$ cat src/rtl/uart_rx_oversampler.sv
`timescale 1ns/1ps
// UART receive front end: 2-flop pin synchroniser, 16x oversampling tick, mid-bit sampling FSM.
// Outputs are registered one-cycle pulses; optional even parity bit enabled by `define UART_RX_PARITY_EN.
module uart_rx_oversampler #(
    parameter int CLK_FREQ = 50_000_000,
    parameter int BAUD     = 9600,
    parameter int DBIT     = 8,
    parameter int SB_TICK  = 16
) (
    input  logic       clk,
    input  logic       reset,
    input  logic       i_Rx,
    output logic [7:0] dout,
    output logic       Rx_done_tick,
    output logic       frame_err,
    output logic       parity_err,
    output logic       busy
);

    localparam int DIV = CLK_FREQ / (BAUD * 16);
    localparam int DW  = (DIV > 2) ? $clog2(DIV) : 1;
    localparam logic [DW-1:0] DIV_LAST = DW'(DIV - 1);
    localparam logic [4:0]    SB_LAST  = 5'(SB_TICK - 1);
    localparam logic [2:0]    N_LAST   = 3'(DBIT - 1);

    typedef enum logic [2:0] {
        IDLE,
        START,
        DATA,
`ifdef UART_RX_PARITY_EN
        PARITY,
`endif
        STOP
    } state_t;

    logic          sync1_q;
    logic          rx_s_q;
    logic          prev_q;
    logic [DW-1:0] div_q;
    logic [DW-1:0] div_d;
    logic          tick;
    state_t        state_q;
    logic [4:0]    s_q;
    logic [2:0]    n_q;
    logic [7:0]    b_q;
    logic [7:0]    b_aligned;
    logic [7:0]    dout_q;
    logic          done_q;
    logic          ferr_q;

    // Synchroniser presets to the idle level so reset never looks like a start edge.
    always_ff @(posedge clk) begin
        if (reset) begin
            sync1_q <= 1'b1;
            rx_s_q  <= 1'b1;
            prev_q  <= 1'b1;
        end else begin
            sync1_q <= i_Rx;
            rx_s_q  <= sync1_q;
            prev_q  <= rx_s_q;
        end
    end

    assign tick = (div_q == DIV_LAST);

    always_comb begin
        div_d = tick ? '0 : div_q + DW'(1);
    end

    always_ff @(posedge clk) begin
        if (reset) begin
            div_q <= '0;
        end else begin
            div_q <= div_d;
        end
    end

    // Data arrives LSB first into the MSB, so a short word sits in the top DBIT bits.
    assign b_aligned = b_q >> (8 - DBIT);

`ifdef UART_RX_PARITY_EN
    logic par_pend_q;
    logic perr_q;
`endif

    always_ff @(posedge clk) begin
        if (reset) begin
            state_q    <= IDLE;
            s_q        <= '0;
            n_q        <= '0;
            b_q        <= '0;
            dout_q     <= '0;
            done_q     <= 1'b0;
            ferr_q     <= 1'b0;
`ifdef UART_RX_PARITY_EN
            par_pend_q <= 1'b0;
            perr_q     <= 1'b0;
`endif
        end else begin
            done_q <= 1'b0;
            ferr_q <= 1'b0;
`ifdef UART_RX_PARITY_EN
            perr_q <= 1'b0;
`endif
            case (state_q)
                IDLE: begin
                    if (prev_q && !rx_s_q) begin
                        state_q <= START;
                        s_q     <= '0;
                    end
                end
                START: begin
                    if (tick) begin
                        if (s_q == 5'd7) begin
                            if (!rx_s_q) begin
                                state_q <= DATA;
                                s_q     <= '0;
                                n_q     <= '0;
                            end else begin
                                state_q <= IDLE;
                            end
                        end else begin
                            s_q <= s_q + 5'd1;
                        end
                    end
                end
                DATA: begin
                    if (tick) begin
                        if (s_q == 5'd15) begin
                            b_q <= {rx_s_q, b_q[7:1]};
                            s_q <= '0;
                            if (n_q == N_LAST) begin
`ifdef UART_RX_PARITY_EN
                                state_q <= PARITY;
`else
                                state_q <= STOP;
`endif
                            end else begin
                                n_q <= n_q + 3'd1;
                            end
                        end else begin
                            s_q <= s_q + 5'd1;
                        end
                    end
                end
`ifdef UART_RX_PARITY_EN
                PARITY: begin
                    if (tick) begin
                        if (s_q == 5'd15) begin
                            par_pend_q <= (rx_s_q != ^b_aligned);
                            s_q        <= '0;
                            state_q    <= STOP;
                        end else begin
                            s_q <= s_q + 5'd1;
                        end
                    end
                end
`endif
                STOP: begin
                    if (tick) begin
                        if (s_q == SB_LAST) begin
                            dout_q  <= b_aligned;
                            done_q  <= rx_s_q;
                            ferr_q  <= !rx_s_q;
`ifdef UART_RX_PARITY_EN
                            perr_q     <= par_pend_q;
                            par_pend_q <= 1'b0;
`endif
                            state_q <= IDLE;
                        end else begin
                            s_q <= s_q + 5'd1;
                        end
                    end
                end
                default: state_q <= IDLE;
            endcase
        end
    end

    assign dout         = dout_q;
    assign Rx_done_tick = done_q;
    assign frame_err    = ferr_q;
    assign busy         = (state_q != IDLE);
`ifdef UART_RX_PARITY_EN
    assign parity_err   = perr_q;
`else
    assign parity_err   = 1'b0;
`endif

endmodule
$ cat config.mk
export PLATFORM = sky130hd
export DESIGN_NAME = uart_rx_oversampler
export DESIGN_NICKNAME = d
export VERILOG_FILES = /design/src/rtl/uart_rx_oversampler.sv
export SDC_FILE = /design/constraint.sdc
export NUM_CORES = 1
export LEC_CHECK = 0
export CAP_MARGIN = 20
export CORE_ASPECT_RATIO = 0.8
export CORE_MARGIN = 3
export CORE_UTILIZATION = 60
export CTS_CLUSTER_DIAMETER = 200
export CTS_CLUSTER_SIZE = 10
export DETAILED_ROUTE_END_ITERATION = 12
export HOLD_SLACK_MARGIN = 0.15
export PLACE_DENSITY = 0.82
export SYNTH_ARGS = -nofsm -noshare
export SYNTH_HDL_FRONTEND = slang
export SYNTH_SLANG_ARGS = --single-unit
$ cat constraint.sdc
create_clock -name clk -period 3.9 [get_ports clk]
set_input_delay 0.78 -clock clk [delete_from_list [all_inputs] [get_ports clk]]
set_output_delay 0.78 -clock clk [all_outputs]
set_load 0.02 [all_outputs]
# --- Word level (Yosys, flattened, before mapping) ---
# Index checks and enable logic that the tools add are counted.
word_totals:
  in_bits: 3
  ff_bits: 41
  out_inout_bits: 12
  wordCells: 75
op_classes:
  bitwise: 3
  reduce_logical: 13
  n_addsub: 3
  eq_ne: 19
  muxes: 26
ops:
  columns: ["operator", "n"]
  rows:
  - ["$mux 3", 14]
  - ["$mux 5", 8]
  - ["$ne 2x2->1 const B", 11]
  - ["$pmux 5 s4", 1]
  - ["$reduce_and 7->1", 2]
  - ["$pmux 3 s4", 1]
  - ["$add 9x1->9 const B", 1]
  - ["$eq 9x9->1 const B", 1]
  - ["$reduce_and 8->1", 1]
  - ["$eq 3x2->1 const B", 2]
  - ["$pmux 3 s2", 1]
  - ["$reduce_and 3->1", 2]
  - ["$add 5x1->5 const B", 1]
  - ["$eq 5x3->1 const B", 1]
  - ["$eq 5x4->1 const B", 1]
  - ["$reduce_bool 4->1", 1]
  - ["$reduce_or 4->1", 1]
  - ["$add 3x1->3 const B", 1]
  - ["$eq 3x1->1 const B", 1]
  - ["$eq 3x3->1 const B", 1]
  - ["$logic_not 3->1", 1]
  - ["$ne 3x3->1 const B", 1]
  - ["$not 1->1", 3]
  - ["$reduce_bool 3->1", 1]
  - ["5 further kinds", 5]

# --- Logic depth before layout (Yosys ltp) ---
# Gate-level depths: netlist of the first run.
logic_depth:
  word_depth: 5
  depth_mapped: 8
  depth_no_buf: 8

# --- Worst setup path after synthesis of the first run ---
# Ideal clock, no wire load.
synth_path:
  path_kind: "register to register"
  from: "register div_q[5]"
  to: "register b_q[7], in the netlist b_aligned[7]"
  setup_slack_ps: 1960
  synth_period_minus_slack_ps: 1940
  t_required_ps: 3772
  stages_incl_launch_ff: 6
  arrival_time_ps: 1813
  setup_time_ps: 128
  n_path_buf: 1
  path_cell_list: "dfxtp_1 -> or4b_4 -> buf_6 -> nor4_4 -> mux2i_1 -> nor2_1"
synth_between:
  elab_chain_len: 2
synth_rtl:
  columns: ["item", "line", "text"]
  rows:
  - ["start: declaration", "39", "logic [DW-1:0] div_q;"]
  - ["start signal: assignment", "74", "div_q <= div_d;"]
  - ["$eq 9x9->1", "64", "assign tick = (div_q == DIV_LAST);"]
  - ["$reduce_and 3->1 (no source line)", null, null]
  - ["end signal: assignment", "130", "b_q <= {rx_s_q, b_q[7:1]};"]
  - ["end: declaration", "45", "logic [7:0] b_q;"]
# Every way passes these cells.
# A chain may end at the register's enable or synchronous reset.

# --- Final worst setup path of the first run ---
layout_path:
  from: "register state_q[0]"
  to: "output port busy"
layout_between:
  elab_chain_len: 1
layout_rtl:
  columns: ["item", "line", "text"]
  rows:
  - ["start: declaration", "42", "state_t state_q;"]
  - ["start signal: assignment", "88", "state_q <= IDLE;"]
  - ["start signal: assignment", "108", "state_q <= START;"]
  - ["start signal: assignment", "116", "state_q <= DATA;"]
  - ["$reduce_bool 3->1", "183", "assign busy = (state_q != IDLE);"]
  - ["end: declaration", "17", "output logic busy"]
# Every way passes these cells.

==> impl_metrics.ini, run 1 <==
[logic_synthesis]
synth_area_um2 = 1760
ys_seq_area_share_pct = 45.5
synthArstFlopShare_pct = 0
synthFlopType = dfxtp_1
synth_edf_count = 0
syn_nets = 209
synth_seq_cells = 40
yosys.cell_types.count = 37
ys_warn_count = 0
postSynthCellCount = 200
synth_area_per_cell_um2 = 8.80

[setup_path]
r2r_setup_slack_ns = 1.79
worstPathRequired_ns = 3.12
startpoint = state_q[0]
worstPathMaxFanout = 15
crit_end = busy
worstPathArrival_ns = 1.72
crit_type = reg2out
cp-start-kind = flip-flop
r2r-start = div_q[4]
timing.rr.end = dout[7]
r2r_cells = 5
cp-end-kind = output pin

[worst_hold_path]
hp-class = reg2reg

[run]
cap_violations = 0

[timing]
fmax_ghz = 0.400
tns_ns = 0
period_needed_ns = 2.50
finalClockSkew_ns = 0.00620
rsz0062_at_grt = false
slew_viol_final = 0
finalHoldViolCount = 0
holdWs_ns = 0.446
slew-limit-headroom_pct = 50.9
worst_pin_slew_ns = 0.731
setup_violations = 0
min_period_over_period_pct = 64.1

[global_routing]
grt_max_degree = 34
antenna_found_initial = 0
overflow = 0
grt_pass1_wl_um = 6100
grt_pass1_vias = 1391
grt.total_usage_pct = 22.4

[cells_and_area]
final_common_cell = dfxtp_1
fin_util_pct = 77.0
nets = 221
drive_above_1_share_pct = 8.45
layout_common_cells = dfxtp_1, nand2_1, nor2_1
area_delta_synth_final_pct = 14.6
antennaDiodeCount = 0
stdcell_count = 249

[cts]
cts_tree = yes
cts_root_buffer = clkbuf_8
numCtsBuffers = 5
htree_levels = 2
cts_hold_buf = 0
clk_path_buf_depth = 2
post_cts_buffers = 0
clk_latency_ns = 0.29
post_cts_resize_count = 0
clkSinkCount = 40
clk_pin_slew_worst_paths_ns = 0.08

[placed_design]
port_buffers = 13
gp_congestion = 0.852
dp_hpwl_um = 2310
dp.cells = 241

[detailed_routing]
wl_per_cell_um = 13.5
vias = 1432
vias_per_cell = 5.75
drc = 0
wl_um = 3370
firstDrtPassIters = 4
final_antenna_net_count = 0
drt_iter0_markers = 127

[outcome]
status = completed

[pwr]
leakage_nw = 0.736
power_density_nw_per_um2 = 397
ir_worst_vdd_uv = 267

[floorplanning]
num_rows = 16
io_pins = 15
die_w_um = 66.6
core-area_um2 = 2620
fp.dieArea_um2 = 3620
die_h_um = 54.5
start_util_pct = 67.1
[state kept, by name, summed over array words and instances, names as in the netlist]
| name | flops |
|---|---|
| state_q | 2 |
| prev_q | 1 |
| rx_s_q | 1 |
| Rx_done_tick | 1 |
| s_q | 5 |
| sync1_q | 1 |
| dout | 8 |
| div_q | 9 |
| frame_err | 1 |
| n_q | 3 |
| b_aligned | 8 |
[worst min path at each step]
stage	end	slack, ns	startpoint	cells after the start
final	rx_s_q	0.45	sync1_q	1
after global routing	rx_s_q	0.45	sync1_q	1
after CTS	rx_s_q	0.44	sync1_q	1
after detailed placement	rx_s_q	0.42	sync1_q	1
after global placement	rx_s_q	0.42	sync1_q	1
after floorplan	rx_s_q	0.39	sync1_q	1
[report_power, final]
group	leakage (nW)	switching [mW]	total, mW	internal (mW)
Combinational	0.351	0.0168	0.0286	0.0118
Sequential	0.323	0.00553	0.418	0.413
Clock	0.0614	0.145	0.354	0.209
[cell families after synthesis]
| logic type | synth area share, % |
|---|---|
| fa+ha+maj | 4.26 |
| compound gates | 11.2 |
| other cells | 0.213 |
| xor+xnor | 1.99 |
| flops | 45.5 |
| mux | 5.69 |
| simple gates | 26.4 |
| buf+inv | 4.76 |
[through the flow]
step	power, mW	cell area, um^2	setup slack (ns)
after floorplan	0.448	1760	1.96
after global placement	0.455	1900	1.78
after detailed placement	0.456	1900	1.71
after CTS	0.806	2020	1.42
after global routing	0.828	2020	1.31
final	0.801	2020	1.40
[final cells by class]
type	instances	area, um^2
Clock buffer	6	82.6
Tap cell	36	45.0
Inverter	10	37.5
Timing Repair Buffer	14	138
Sequential cell	40	801
Multi-Input combinational cell	141	876
Clock inverter	2	38.8
Fill cell	191	604
[metal layers]
layer  routed length, um  up-vias  track usage, %
met5                   0        -               0
met4                  51        0            9.46
met3                 145        6            4.93
met2                1590       43            38.0
met1                1580      676            27.9
li1                    -      707               -
[Yosys cell counts, types with 2 or more instances]
| master | n | area share (%) |
|---|---|---|
| a211oi_1 | 2 | 0.85 |
| nor3_2 | 2 | 1.1 |
| a21oi_1 | 17 | 4.8 |
| nor2_1 | 22 | 4.7 |
| o21ai_0 | 8 | 2.3 |
| dfxtp_1 | 40 | 45 |
| inv_1 | 10 | 2.1 |
| ha_1 | 6 | 4.3 |
| nand3b_1 | 5 | 2.1 |
| nand3_1 | 9 | 2.6 |
| xor2_1 | 3 | 1.5 |
| nand2_1 | 23 | 4.9 |
| nand4b_1 | 3 | 1.5 |
| nand2b_1 | 2 | 0.71 |
| mux2i_1 | 10 | 5.7 |
| clkbuf_1 | 6 | 1.3 |
| and3_1 | 4 | 1.4 |
| or3_1 | 6 | 2.1 |
| or2_2 | 3 | 1.1 |
| nor3_1 | 2 | 0.57 |
[worst max-delay path, stage by stage (launching register included)]
cell and delay [ns]:
dfxtp_1 0.57, nor2_1 0.18, inv_1 0.08, clkdlybuf4s50_1 0.59
No activity file was read; power rests on OpenSTA's default activity.
==> inputs of run 2 (changes only) <==
- CORE_UTILIZATION: 60 -> 56
- PLACE_DENSITY: 0.82 -> 0.78
- clock period: 3.9 -> 2.4 ns (I/O delays scaled with it)
==> run 2 against run 1 <==
Compared with the run above:
- clock skew is 0.0020 ns lower
- non-clock buffer count is 2 higher
- via count is 2.0% lower
- combinational power is 73% higher
- first-iteration DRC count is 8.7% lower
- cell area is 0.37% lower
- highest routed layer unchanged
- cell count is 1.2% higher
==> impl_metrics.ini, run 2 (synthesis gave the netlist of run 1 again) <==
[setup_path]
cp-end-kind = output pin
crit_end = busy
crit_slowest_cell = clkdlybuf4s50_1
timing.rr.end = dout[7]
cp-start-kind = flip-flop
max_stage_delay_ns = 0.60
startpoint = state_q[0]
worstPathMaxFanout = 15
cp.depth = 3
crit_type = reg2out
path_delay_family = buffers and inverters
worstPathArrival_ns = 1.78
r2r_setup_slack_ns = 0.36
r2r_cells = 5
worstPathRequired_ns = 1.92
crit_chain = nor2_1 -> inv_1 -> clkdlybuf4s50_1
r2r-start = div_q[5]
path_buf_inv = 2

[cts]
numCtsBuffers = 5
post_cts_resize_count = 0
clk_latency_ns = 0.29
cts_root_buffer = clkbuf_8
cts_tree = yes
clkSinkCount = 40
cts_hold_buf = 0
clk_path_buf_depth = 2
htree_levels = 2
clk_pin_slew_worst_paths_ns = 0.07
post_cts_buffers = 0

[timing]
setup_violations = 0
min_period_over_period_pct = 94.3
slew_viol_final = 0
slew-limit-headroom_pct = 59.0
worst_pin_slew_ns = 0.612
finalHoldViolCount = 0
tns_ns = 0
rsz0062_at_grt = false
period_needed_ns = 2.26
finalClockSkew_ns = 0.00424
fmax_ghz = 0.442
holdWs_ns = 0.428

[detailed_routing]
wl_um = 3470
final_antenna_net_count = 0
vias = 1404
drc = 0
vias_per_cell = 5.57
firstDrtPassIters = 4
wl_per_cell_um = 13.8
drt_iter0_markers = 116

[floorplanning]
io_pins = 15
start_util_pct = 61.3
die_w_um = 68.7
die_h_um = 56.2
fp.dieArea_um2 = 3860
num_rows = 17
core-area_um2 = 2870

[placed_design]
dp.cells = 245
dp_hpwl_um = 2480
placed_area_um2 = 1910
port_buffers = 13
gp_congestion = 0.874

[cells_and_area]
layout_common_cells = dfxtp_1, nand2_1, nor2_1
regMostFlops = div_q
final_area_um2 = 2010
drive_above_1_share_pct = 8.88
area_delta_synth_final_pct = 14.2
nets = 223
fill_cells = 238
stdcell_count = 252
final_common_cell = dfxtp_1
largest_register_ffs = 9
antennaDiodeCount = 0

[global_routing]
grt_pass1_wl_um = 5930
antenna_found_initial = 0
overflow = 0
grt_pass1_vias = 1388
grt_max_degree = 18
grt.total_usage_pct = 20.2

[worst_hold_path]
hold_path_depth = 1
hp-class = reg2reg

[pwr]
total_power_mw = 1.20
leakage_nw = 0.735
power_density_nw_per_um2 = 598
ir_worst_vdd_uv = 473

[run]
cap_violations = 0

[outcome]
status = completed
## run 2: cell count changes in the layout (fill, tap and decap cells not counted), sizes merged
cell	previous run	this run
clkinv	1	0
bufinv	1	0
clkbuf	6	7
buf	1	3
## run 2: worst min path at each step
| stage | startpoint | to |
|---|---|---|
| finish | sync1_q | rx_s_q |
| detailed placement | sync1_q | rx_s_q |
| global placement | sync1_q | rx_s_q |
| floorplan | sync1_q | rx_s_q |
| CTS | sync1_q | rx_s_q |
| global route | sync1_q | rx_s_q |
## run 2: final cells by class
cell class	count	area (um^2)	area share [%]
multi-input combinational	141	876	43.6
timing repair buffer	16	153	7.59
clock buffer	7	96.3	4.79
inverter	10	37.5	1.87
sequential	40	801	39.8
tap	38	47.5	2.36
## run 2: worst register-to-register path: cells and delay by family (launching register included)
family	cells	cell delay, ns
flops	1	0.34
compound gates	1	0.17
simple gates	4	1.47
## run 2: per-stage QoR
stage / setup slack, ns / utilization (%)
2_1_floorplan: 0.460 / -
3_5_place_dp: 0.365 / 66.7
5_1_grt: 0.0563 / 70.0
3_3_place_gp: 0.441 / 66.7
4_1_cts: 0.155 / 70.0
6_report: 0.137 / 70.0
## run 2: routing by layer
metal	vias up	share of wire, %	global-route usage [%]
met5	-	0	0
met1	656	47	26.5
li1	706	-	-
met2	34	47	30.5
met3	8	5.1	6.06
met4	0	1.6	7.93
## run 2: where the power goes
group	total (mW)	internal, mW	switching [mW]
Clock	0.473	0.256	0.217
Sequential	0.680	0.671	0.00898
Combinational	0.0495	0.0205	0.0290
Total	1.20	0.947	0.255
==> inputs of run 3 (changes only) <==
- REMOVE_ABC_BUFFERS: not set -> 1
==> run 3 against run 2 <==
Compared with the run above:
- maximum frequency is 4.7% higher
- core utilization down 0.39 points
- power is 4.6% lower
- die area unchanged
- critical endpoint unchanged
- routed wire length decreased by 0.43%
==> impl_metrics.ini, run 3 (synthesis gave the netlist of run 1 again) <==
[floorplanning]
io_pins = 15
die_w_um = 68.7
fp.dieArea_um2 = 3860
start_util_pct = 61.3
num_rows = 17
die_h_um = 56.2
core-area_um2 = 2870

[cts]
post_cts_resize_count = 0
cts_hold_buf = 0
cts_root_buffer = clkbuf_8
clk_latency_ns = 0.29
post_cts_buffers = 0
clkSinkCount = 40
clk_path_buf_depth = 2
clk_pin_slew_worst_paths_ns = 0.07
numCtsBuffers = 5
htree_levels = 2
cts_tree = yes

[cells_and_area]
nets = 224
final_common_cell = dfxtp_1
regMostFlops = div_q
stdcell_count = 253
antennaDiodeCount = 0
largest_register_ffs = 9
layout_common_cells = dfxtp_1, nand2_1, nor2_1
drive_above_1_share_pct = 8.84
area_delta_synth_final_pct = 13.6

[detailed_routing]
vias_per_cell = 5.59
vias = 1415
drc = 0
firstDrtPassIters = 4
wl_per_cell_um = 13.6
wl_um = 3450
drt_iter0_markers = 135
final_antenna_net_count = 0

[timing]
worst_pin_slew_ns = 0.578
tns_ns = 0
min_period_over_period_pct = 90.1
period_needed_ns = 2.16
setup_violations = 0
finalClockSkew_ns = 0.00683
rsz0062_at_grt = false
slew-limit-headroom_pct = 61.4
fmax_ghz = 0.463
finalHoldViolCount = 0
slew_viol_final = 0

[setup_path]
path_delay_family = buffers and inverters
startpoint = state_q[1]
r2r-start = div_q[5]
cp.depth = 3
r2r_setup_slack_ns = 0.36
cp-start-kind = flip-flop
max_stage_delay_ns = 0.54
worstPathArrival_ns = 1.68
worstPathMaxFanout = 9
timing.rr.end = n_q[0]
crit_chain = nor2_1 -> inv_1 -> clkdlybuf4s50_1
r2r_cells = 5
worstPathRequired_ns = 1.92
crit_type = reg2out
path_buf_inv = 2
cp-end-kind = output pin
crit_end = busy
crit_slowest_cell = clkdlybuf4s50_1

[global_routing]
grt_pass1_wl_um = 6020
grt.total_usage_pct = 20.9
overflow = 0
antenna_found_initial = 0
grt_pass1_vias = 1346
grt_max_degree = 22

[placed_design]
gp_congestion = 0.884
dp_hpwl_um = 2470
port_buffers = 13
dp.cells = 246

[pwr]
ir_worst_vdd_uv = 514
power_density_nw_per_um2 = 573
leakage_nw = 0.731

[worst_hold_path]
hp-class = reg2reg

[run]
cap_violations = 0

[outcome]
status = completed
==> run 3: metrics by stage <==
step / hold WS (ns) / power [mW] / cell area, um^2 / util [%] / setup slack (ns)
4_1_cts: 0.414 / 1.16 / 2000 / 69.6 / 0.256
6_report: 0.412 / 1.15 / 2000 / 69.6 / 0.239
3_3_place_gp: 0.398 / 0.742 / 1920 / 66.9 / 0.425
2_1_floorplan: 0.389 / 0.720 / 1710 / - / 0.528
3_5_place_dp: 0.397 / 0.745 / 1920 / 66.9 / 0.388
5_1_grt: 0.440 / 1.20 / 2000 / 69.6 / 0.164
==> run 3: per-layer routing <==
metal,part of all wire (%),up-vias,GRT usage [%],routed length [um]
met5,0,-,0,0
met4,1.9,0,8.50,64
met3,4.9,7,8.48,170
met2,46,36,30.6,1600
met1,47,663,26.8,1610
li1,-,709,-,-
==> run 3: how the worst min path moves through the flow <==
| stage | depth (start not counted) | endpoint | startpoint |
|---|---|---|---|
| after floorplan | 1 | rx_s_q | sync1_q |
| after global placement | 1 | rx_s_q | sync1_q |
| after detailed placement | 1 | rx_s_q | sync1_q |
| after CTS | 1 | rx_s_q | sync1_q |
| after global routing | 1 | rx_s_q | sync1_q |
| final | 1 | rx_s_q | sync1_q |
==> run 3: final cells by class <==
type | instances | area [um^2]
clock buffers | 6 | 72.6
flip-flops and latches | 40 | 801
repair buffers | 17 | 160
inverters | 10 | 37.5
multi-input cells | 141 | 876
well taps | 38 | 47.5
clock inverters | 1 | 5.00
fillers | 230 | 872
==> run 3: power breakdown <==
part	total, mW	switching, mW	internal, mW
clock	0.416	0.219	0.197
combinational	0.0529	0.0314	0.0215
sequential	0.678	0.00689	0.671
total	1.15	0.257	0.890
